$ cat src/rtl/mmcm_drp_reconfig.sv
// MMCM pixel-clock retune controller: management writes stage N/M/C0, start runs DRP RMW.
// Optional `MMCM_DRP_TIMEOUT_EN adds a DRDY watchdog that aborts and flags error.
module mmcm_drp_reconfig #(
    parameter int DRP_TIMEOUT = 1023,
    parameter bit LOCK_WAIT   = 1'b1
) (
    input  logic        mgmt_clk,
    input  logic        mgmt_reset_n,
    input  logic [5:0]  mgmt_address,
    input  logic        mgmt_write,
    input  logic [31:0] mgmt_writedata,
    input  logic        mgmt_read,
    output logic [31:0] mgmt_readdata,
    output logic        mgmt_waitrequest,
    output logic [6:0]  drp_daddr,
    output logic [15:0] drp_di,
    output logic        drp_den,
    output logic        drp_dwe,
    input  logic [15:0] drp_do,
    input  logic        drp_drdy,
    output logic        mmcm_rst,
    input  logic        mmcm_locked
);

    typedef enum logic [3:0] {
        IDLE, ASRT_RST, RD_REQ, RD_WAIT, WR_REQ,
        WR_WAIT, NEXT, RELEASE, WAIT_LOCK
    } state_t;

    state_t      state, state_n;
    logic [17:0] n_word, m_word, c0_word;
    logic        n_dirty, m_dirty, c0_dirty;
    logic [2:0]  idx, idx_n, first_idx, next_idx;
    logic [4:0]  reg_en;
    logic [15:0] rd_data, merged;
    logic [6:0]  reg_addr;
    logic [1:0]  lock_ff;
    logic        locked_sync, wr_ok, start_wr, clr_dirty;
    logic        waiting, tmo_hit, error, busy;
    logic        unused_wdata;

    function automatic logic [5:0] clamp6(input logic [7:0] v);
        return (v > 8'd63) ? 6'd63 : v[5:0];
    endfunction

    function automatic logic [11:0] hilo(input logic [17:0] w);
        return {clamp6(w[15:8]), clamp6(w[7:0])};
    endfunction

    assign unused_wdata = ^mgmt_writedata[31:23];
    assign locked_sync  = lock_ff[1];
    assign busy         = (state != IDLE);
    assign wr_ok        = mgmt_write && !busy;
    assign start_wr     = wr_ok && (mgmt_address == 6'd2);
    assign waiting      = (state == RD_WAIT) || (state == WR_WAIT);
    assign reg_en       = {n_dirty, m_dirty, m_dirty, c0_dirty, c0_dirty};

    // Register walk order 0x08, 0x09, 0x14, 0x15, 0x16; index 5 means done.
    always_comb begin
        first_idx = 3'd5;
        next_idx  = 3'd5;
        for (int i = 4; i >= 0; i--) begin
            if (reg_en[i]) first_idx = 3'(i);
            if (reg_en[i] && (3'(i) > idx)) next_idx = 3'(i);
        end
    end

    always_comb begin
        reg_addr = 7'h00;
        merged   = 16'h0000;
        case (idx)
            3'd0: begin
                reg_addr = 7'h08;
                merged   = {rd_data[15:12], hilo(c0_word)};
            end
            3'd1: begin
                reg_addr = 7'h09;
                merged   = {rd_data[15:8], c0_word[16], c0_word[17], rd_data[5:0]};
            end
            3'd2: begin
                reg_addr = 7'h14;
                merged   = {rd_data[15:12], hilo(m_word)};
            end
            3'd3: begin
                reg_addr = 7'h15;
                merged   = {rd_data[15], 4'b0000, rd_data[10:8],
                            m_word[16], m_word[17], rd_data[5:0]};
            end
            3'd4: begin
                reg_addr = 7'h16;
                merged   = {rd_data[15:14], n_word[17], n_word[16], hilo(n_word)};
            end
            default: ;
        endcase
    end

    assign drp_den          = (state == RD_REQ) || (state == WR_REQ);
    assign drp_dwe          = (state == WR_REQ);
    assign drp_daddr        = drp_den ? reg_addr : 7'h00;
    assign drp_di           = drp_dwe ? merged : 16'h0000;
    assign mgmt_waitrequest = busy;
    assign mmcm_rst         = busy && (state != RELEASE) && (state != WAIT_LOCK);

    always_comb begin
        state_n   = state;
        idx_n     = idx;
        clr_dirty = 1'b0;
        case (state)
            IDLE: if (start_wr && (|reg_en)) begin
                state_n = ASRT_RST;
                idx_n   = first_idx;
            end
            ASRT_RST: state_n = RD_REQ;
            RD_REQ:   state_n = RD_WAIT;
            RD_WAIT: begin
                if (drp_drdy) state_n = WR_REQ;
                else if (tmo_hit) begin
                    state_n   = IDLE;
                    clr_dirty = 1'b1;
                end
            end
            WR_REQ: state_n = WR_WAIT;
            WR_WAIT: begin
                if (drp_drdy) state_n = NEXT;
                else if (tmo_hit) begin
                    state_n   = IDLE;
                    clr_dirty = 1'b1;
                end
            end
            NEXT: begin
                if (next_idx == 3'd5) begin
                    state_n   = RELEASE;
                    clr_dirty = 1'b1;
                end else begin
                    state_n = RD_REQ;
                    idx_n   = next_idx;
                end
            end
            RELEASE:   state_n = LOCK_WAIT ? WAIT_LOCK : IDLE;
            WAIT_LOCK: if (locked_sync) state_n = IDLE;
            default:   state_n = IDLE;
        endcase
    end

    always_ff @(posedge mgmt_clk or negedge mgmt_reset_n) begin
        if (!mgmt_reset_n) begin
            state         <= IDLE;
            idx           <= 3'd0;
            rd_data       <= 16'h0000;
            lock_ff       <= 2'b00;
            mgmt_readdata <= 32'h0;
        end else begin
            state   <= state_n;
            idx     <= idx_n;
            lock_ff <= {lock_ff[0], mmcm_locked};
            if ((state == RD_WAIT) && drp_drdy) rd_data <= drp_do;
            if (mgmt_read && (mgmt_address == 6'd1))
                mgmt_readdata <= {29'b0, error, busy, locked_sync};
            else
                mgmt_readdata <= 32'h0;
        end
    end

    // Staging writes only land while idle; the master is stalled otherwise.
    always_ff @(posedge mgmt_clk or negedge mgmt_reset_n) begin
        if (!mgmt_reset_n) begin
            n_word   <= 18'h00101;
            m_word   <= 18'h00101;
            c0_word  <= 18'h00101;
            n_dirty  <= 1'b0;
            m_dirty  <= 1'b0;
            c0_dirty <= 1'b0;
        end else if (clr_dirty) begin
            n_dirty  <= 1'b0;
            m_dirty  <= 1'b0;
            c0_dirty <= 1'b0;
        end else if (wr_ok) begin
            unique case (1'b1)
                (mgmt_address == 6'd3): begin
                    n_word  <= mgmt_writedata[17:0];
                    n_dirty <= 1'b1;
                end
                (mgmt_address == 6'd4): begin
                    m_word  <= mgmt_writedata[17:0];
                    m_dirty <= 1'b1;
                end
                (mgmt_address == 6'd5) && (mgmt_writedata[22:18] == 5'd0): begin
                    c0_word  <= mgmt_writedata[17:0];
                    c0_dirty <= 1'b1;
                end
                default: ;
            endcase
        end
    end

`ifdef MMCM_DRP_TIMEOUT_EN
    localparam int TW = $clog2(DRP_TIMEOUT + 1);
    logic [TW-1:0] tmo_cnt;

    assign tmo_hit = waiting && !drp_drdy && (tmo_cnt == TW'(DRP_TIMEOUT - 1));

    always_ff @(posedge mgmt_clk or negedge mgmt_reset_n) begin
        if (!mgmt_reset_n) begin
            tmo_cnt <= '0;
            error   <= 1'b0;
        end else begin
            if (drp_den) tmo_cnt <= '0;
            else if (waiting) tmo_cnt <= tmo_cnt + 1'b1;
            if (start_wr) error <= 1'b0;
            else if (tmo_hit) error <= 1'b1;
        end
    end
`else
    localparam int unused_timeout = DRP_TIMEOUT;
    logic unused_wait;
    assign unused_wait = waiting;
    assign tmo_hit     = 1'b0;
    assign error       = 1'b0;
`endif

endmodule

$ cat config.mk
export PLATFORM = sky130hd
export DESIGN_NAME = mmcm_drp_reconfig
export DESIGN_NICKNAME = d
export VERILOG_FILES = /design/src/rtl/mmcm_drp_reconfig.sv
export SDC_FILE = /design/constraint.sdc
export NUM_CORES = 1
export LEC_CHECK = 0
export BUFFER_PORTS_ARGS = -buffer_cell sky130_fd_sc_hd__buf_4
export CAP_MARGIN = 20
export CORE_MARGIN = 2
export CORE_UTILIZATION = 45
export CTS_BUF_LIST = sky130_fd_sc_hd__clkbuf_8
export CTS_CLUSTER_DIAMETER = 200
export DETAILED_ROUTE_END_ITERATION = 12
export GPL_TIMING_DRIVEN = 0
export PLACE_DENSITY = 0.79
export RECOVER_POWER = 100
export SLEW_MARGIN = 20
export SYNTH_ARGS = -nofsm -noshare
export SYNTH_HDL_FRONTEND = slang
export SYNTH_SLANG_ARGS = --single-unit
$ cat constraint.sdc
create_clock -name mgmt_clk -period 4.1 [get_ports mgmt_clk]
set_input_delay 0.615 -clock mgmt_clk [delete_from_list [all_inputs] [get_ports mgmt_clk]]
set_output_delay 0.615 -clock mgmt_clk [all_outputs]
set_load 0.05 [all_outputs]
# Yosys cells after proc, flatten, opt, wreduce, memory -nomap -nowiden
# Index checks and enable logic that the tools add are counted.
[totals] ff_bits=114 out_inout_bits=59
[classes] magnitude_cmp=11 n_eq_ne=25 mux=39 bitwise=1 n_reduce_logical=33
[ops] cell="case mux 16 bit (5 select lines)" count=1
[ops] cell="greater-than comparator 8 x 6 -> 1 bit (second input constant)" count=6
[ops] cell="two-way mux 6 bit" count=6
[ops] cell="case mux 4 bit (9 select lines)" count=1
[ops] cell="two-way mux 3 bit" count=9
[ops] cell="case mux 5 bit (5 select lines)" count=1
[ops] cell="== test 4 x 3 -> 1 bit (second input constant)" count=4
[ops] cell="two-way mux 16 bit" count=1
[ops] cell="two-way mux 4 bit" count=4
[ops] cell="logical AND 1 bit" count=13
[ops] cell="two-way mux 1 bit" count=13
[ops] cell="== test 6 x 2 -> 1 bit (second input constant)" count=2
[ops] cell="== test 6 x 3 -> 1 bit (second input constant)" count=2
[ops] cell="AND reduction 3 bit" count=4
[ops] cell="!= test 2 bit (second input constant)" count=5
[ops] cell="nonzero test 2 bit" count=5
[ops] cell="== test 4 x 2 -> 1 bit (second input constant)" count=2
[ops] cell="two-way mux 7 bit" count=1
[ops] cell="== test 3 x 2 -> 1 bit (second input constant)" count=2
[ops] cell="== test 3 bit (second input constant)" count=2
[ops] cell="== test 6 x 1 -> 1 bit (second input constant)" count=1
[ops] cell="greater-than comparator 1 x 3 -> 1 bit (first input constant)" count=2
[ops] cell="greater-than comparator 2 x 3 -> 1 bit (first input constant)" count=2
[ops] cell="case mux 3 bit (2 select lines)" count=1
[ops] cell="17 further kinds" count=19

# Depth between registers and ports, before layout
[logic_depth] word_depth=12 depth_mapped=7

# Worst setup path before layout
# No wires, ideal clock.
[synth_timing] path_kind="reg2out" from="register state[3]" to="output drp_di[10]" arrival_ns=2.457 required_time_ns=3.485 slack_ns=1.028 path_stages_with_launch=8 n_path_buf=2 path_cell_list="dfrtp_1 > clkbuf_1 > nor2b_1 > nand2_1 > inv_1 > nand2_1 > clkbuf_1 > a41oi_1"
[synth_via] elab_chain_cells=2
[synth_lines] item="start, declared" line="30" rtl="state_t state, state_n;"
[synth_lines] item="start signal, assigned" line="153" rtl="state <= state_n;"
[synth_lines] item="== test 4 x 3 -> 1 bit" line="98" rtl="assign drp_dwe = (state == WR_REQ);"
[synth_lines] item="named net drp_dwe" line="18" rtl="output logic drp_dwe,"
[synth_lines] item="two-way mux 16 bit" line="100" rtl="assign drp_di = drp_dwe ? merged : 16'h0000;"
[synth_lines] item="end, declared" line="16" rtl="output logic [15:0] drp_di,"
# The timed path passes the listed nets, and every way through them passes these cells.

# Worst setup path after layout
[layout_timing] from="register idx[0]" to="output drp_di[2]"
[layout_via] elab_chain_cells=3 word_cells_on_any_way=7
[layout_lines] item="start, declared" line="33" rtl="logic [2:0] idx, idx_n, first_idx, next_idx;"
[layout_lines] item="start signal, assigned" line="154" rtl="idx <= idx_n;"
[layout_lines] item="== test 3 bit (tied with other cells)" line="71" rtl="case (idx)"
[layout_lines] item="case mux 16 bit (5 select lines) (*)" line="71"
[layout_lines] item="two-way mux 16 bit (*)" line="100"
# Every way passes the cells marked *; elsewhere a longest branch is shown, timed or not.

==> impl_metrics.ini <==
[power_and_ir_drop]
totalPowerFinal_mw = 2.553
powerDensity_nw_per_um2 = 504.5
peakVddDrop_mv = 0.2267
leakagePower_nw = 2.472

[run_status]
violations = capacitance limit, slew limit
status = complete, but fails checks

[clock_tree]
h-tree-depth = 3
cts_sinks = 82
root_buffer = clkbuf_8
cts-resized-gates = 0
postCtsSetupBuffers = 0
cts_tree = done
insertion_delay_ns = 0.37
cts_buffer_depth = 2
numCtsBuffers = 9
path_clk_slew_ns = 0.08
cts_hold_buffers = 0

[setup_path]
path_max_fanout = 10
cp-start-kind = flip-flop
timing.rr.start = state[2]
worstPathArrival_ns = 3.06
max_stage_delay_ns = 0.64
path_common_cell = clkbuf_1
end_kind = output port
reg2regPathDepth = 6
rrSetupSlack_ns = 0.55
crit_buf_inv = 4
reg2reg_to = c0_word[17]
worstSetupPathType = flip-flop to output port
cp_top_family = buffers and inverters
cp_data_required_time_ns = 3.48
cp_slowest_cell = nor2_1
cp_cell_sequence = clkbuf_1, clkbuf_1, inv_1, nor2_1, nand2_1, a41oi_1, clkbuf_1

[logic_synthesis]
syn_avg_cell_area_um2 = 11.50
synth_top_area_cell = dfrtp_1
synth_cell_types = 52
postSynthCellCount = 362
synth_top_cell_area_share_pct = 45.70
synth_top_cells_by_count = dfrtp_1 (76), mux2_2 (70), o21ai_0 (34)
yosysWarnings = 0
synth_edf_count = 0
syn-cell-area_um2 = 4161
synthMostInstantiatedCell = dfrtp_1
synthTopCellsByArea = dfrtp_1 (46%), mux2_2 (19%), buf_4 (6.0%), o21ai_0 (4.1%), dfstp_2 (3.8%)
ys_seq_elements = 82
ys_seq_area_share_pct = 49.49
synthArstFlopShare_pct = 100.0
synth_flop_cell = dfrtp_1

[place]
gp_congestion = 0.8354
dp_hpwl_um = 7090
portBuffers = 75

[drt]
ant_nets = 0
drtIter0Drc = 195
wl_per_cell_um = 16.71
viasPerCell = 5.323
finalWirelength_um = 9940
drc = 0
vias = 3167
dr.pass1.iters = 4

[floorplan]
fp.dieH_um = 100.2
rows = 35
ios = 119
die-area_um2 = 10030
initial_utilization_pct = 45.69
core_um2 = 9109
die_w_um = 100.2

[timing]
maxSlewHeadroom_pct = -37.31
fin_skew_ns = 0.01485
final-hold-violation-count = 0
finalSetupTns_ns = 0
period_needed_ns = 3.675
slew_violations = 83
max_freq_mhz = 272.1
fin_crit_sh_pct = 89.64
setup_viol = 0
worstMarginPinSlew_ns = 2.060
grt_setup_unrepaired = no

[layout]
fin_util_pct = 55.55
fin_nets = 539
area_growth_pct = 21.59
multi_input_area_um2 = 1851
final_layout_size_suffix_gt1_share_pct = 39.46
num_antenna_cells = 0
seq_area_um2 = 2059
fillerInstances = 807

[global_route]
overflow = 0
grtUsageMet1_pct = 25.33
antenna_found_initial = 0
grt_use_met2_pct = 34.54
grt_pass1_vias = 3134
met3_usage_pct = 3.760
track_usage_pct = 20.38
grt_max_degree = 83
grt_pass1_wl_um = 15730
busiest_layer = met2

[worst_hold_path]
min_to = lock_ff[1]
min_path_type = flip-flop to flip-flop
hp-start = lock_ff[0]
holdPathStages = 0

[job]
drv_cap = 1
worst max-delay path by stage:
stage	startpoint	to	slack, ns	cells after the start
after global placement	idx[0]	drp_di[0]	1.02	6
after CTS	idx[0]	drp_di[1]	0.61	7
after global routing	idx[0]	drp_di[2]	0.22	7
final	idx[0]	drp_di[2]	0.42	7
after detailed placement	idx[0]	drp_di[0]	0.99	6
after floorplan	state[3]	drp_di[10]	1.03	7
metal layers:
layer	routed length, um	share of wire (%)
met1	4173	42
met2	5009	50
met3	605	6.1
met4	150	1.5
met5	0	0
metrics by stage:
stage	std cells	hold slack [ns]	area (um^2)	setup slack, ns
floorplan	393	0.3194	4278	1.028
global placement	579	0.3358	4980	1.021
detailed placement	579	0.3373	4980	0.9873
CTS	595	0.3552	5170	0.6088
global route	595	0.3737	5060	0.2227
finish	595	0.3528	5060	0.4249
state kept, by name (all words and copies together), names as in the netlist:
register and flops:
c0_dirty 1, c0_word 18, idx 3, lock_ff 2, m_dirty 1, m_word 18, mgmt_readdata 2, n_dirty 1
n_word 18, rd_data 14, state 4
power by group:
group	leakage (nW)	internal [mW]	switching [mW]	total, mW
registers	1.07	0.951	0.0766	1.03
clock network	0.100	0.269	0.302	0.571
logic	1.30	0.327	0.627	0.954
total	2.47	1.55	1.01	2.55
cells in the final DEF (no fill, tap or decap), types with 2 or more instances in the layout:
cell and n:
a211oi_1 2, a21o_1 2, a21oi_1 7, a22oi_1 2, a31oi_1 2, a41oi_1 9, and3_1 3, buf_4 87
clkbuf_1 33, clkbuf_4 2, clkbuf_8 12, conb_1 32, dfrtp_1 76, dfstp_2 6, inv_1 6, mux2_2 69
mux2i_1 5, nand2_1 18, nand2b_1 2, nand3_1 2, nand4_1 2, nor2_1 14, nor2b_1 5, nor3_1 5
nor4_1 2, nor4bb_1 2, o211ai_1 3, o21ai_0 34, o22ai_1 2, or2_2 7, or3_1 5
layout make-up:
| type | count | area share [%] |
|---|---|---|
| Tap cell | 111 | 2.745 |
| Clock inverter | 4 | 0.4946 |
| Timing Repair Buffer | 75 | 9.743 |
| Inverter | 5 | 0.3709 |
| Clock buffer | 12 | 3.264 |
| Buffer | 49 | 6.108 |
| Multi-Input combinational cell | 257 | 36.57 |
| Sequential cell | 82 | 40.70 |
kinds of logic (layout without fill, tap and decap cells):
kind of cell              count (synthesis)  count (layout)  synth area share (%)
muxes                                    75              75                 20.14
buffers and inverters                    54             145                 8.328
other                                     1              32               0.09011
xor gates and xnor gates                  1               1                0.2105
AOI/OAI and AO/OA                        74              74                 11.30
and+or+nand+nor                          75              75                 10.43
DFF                                      82              82                 49.49
No activity file was read; power rests on OpenSTA's default activity.
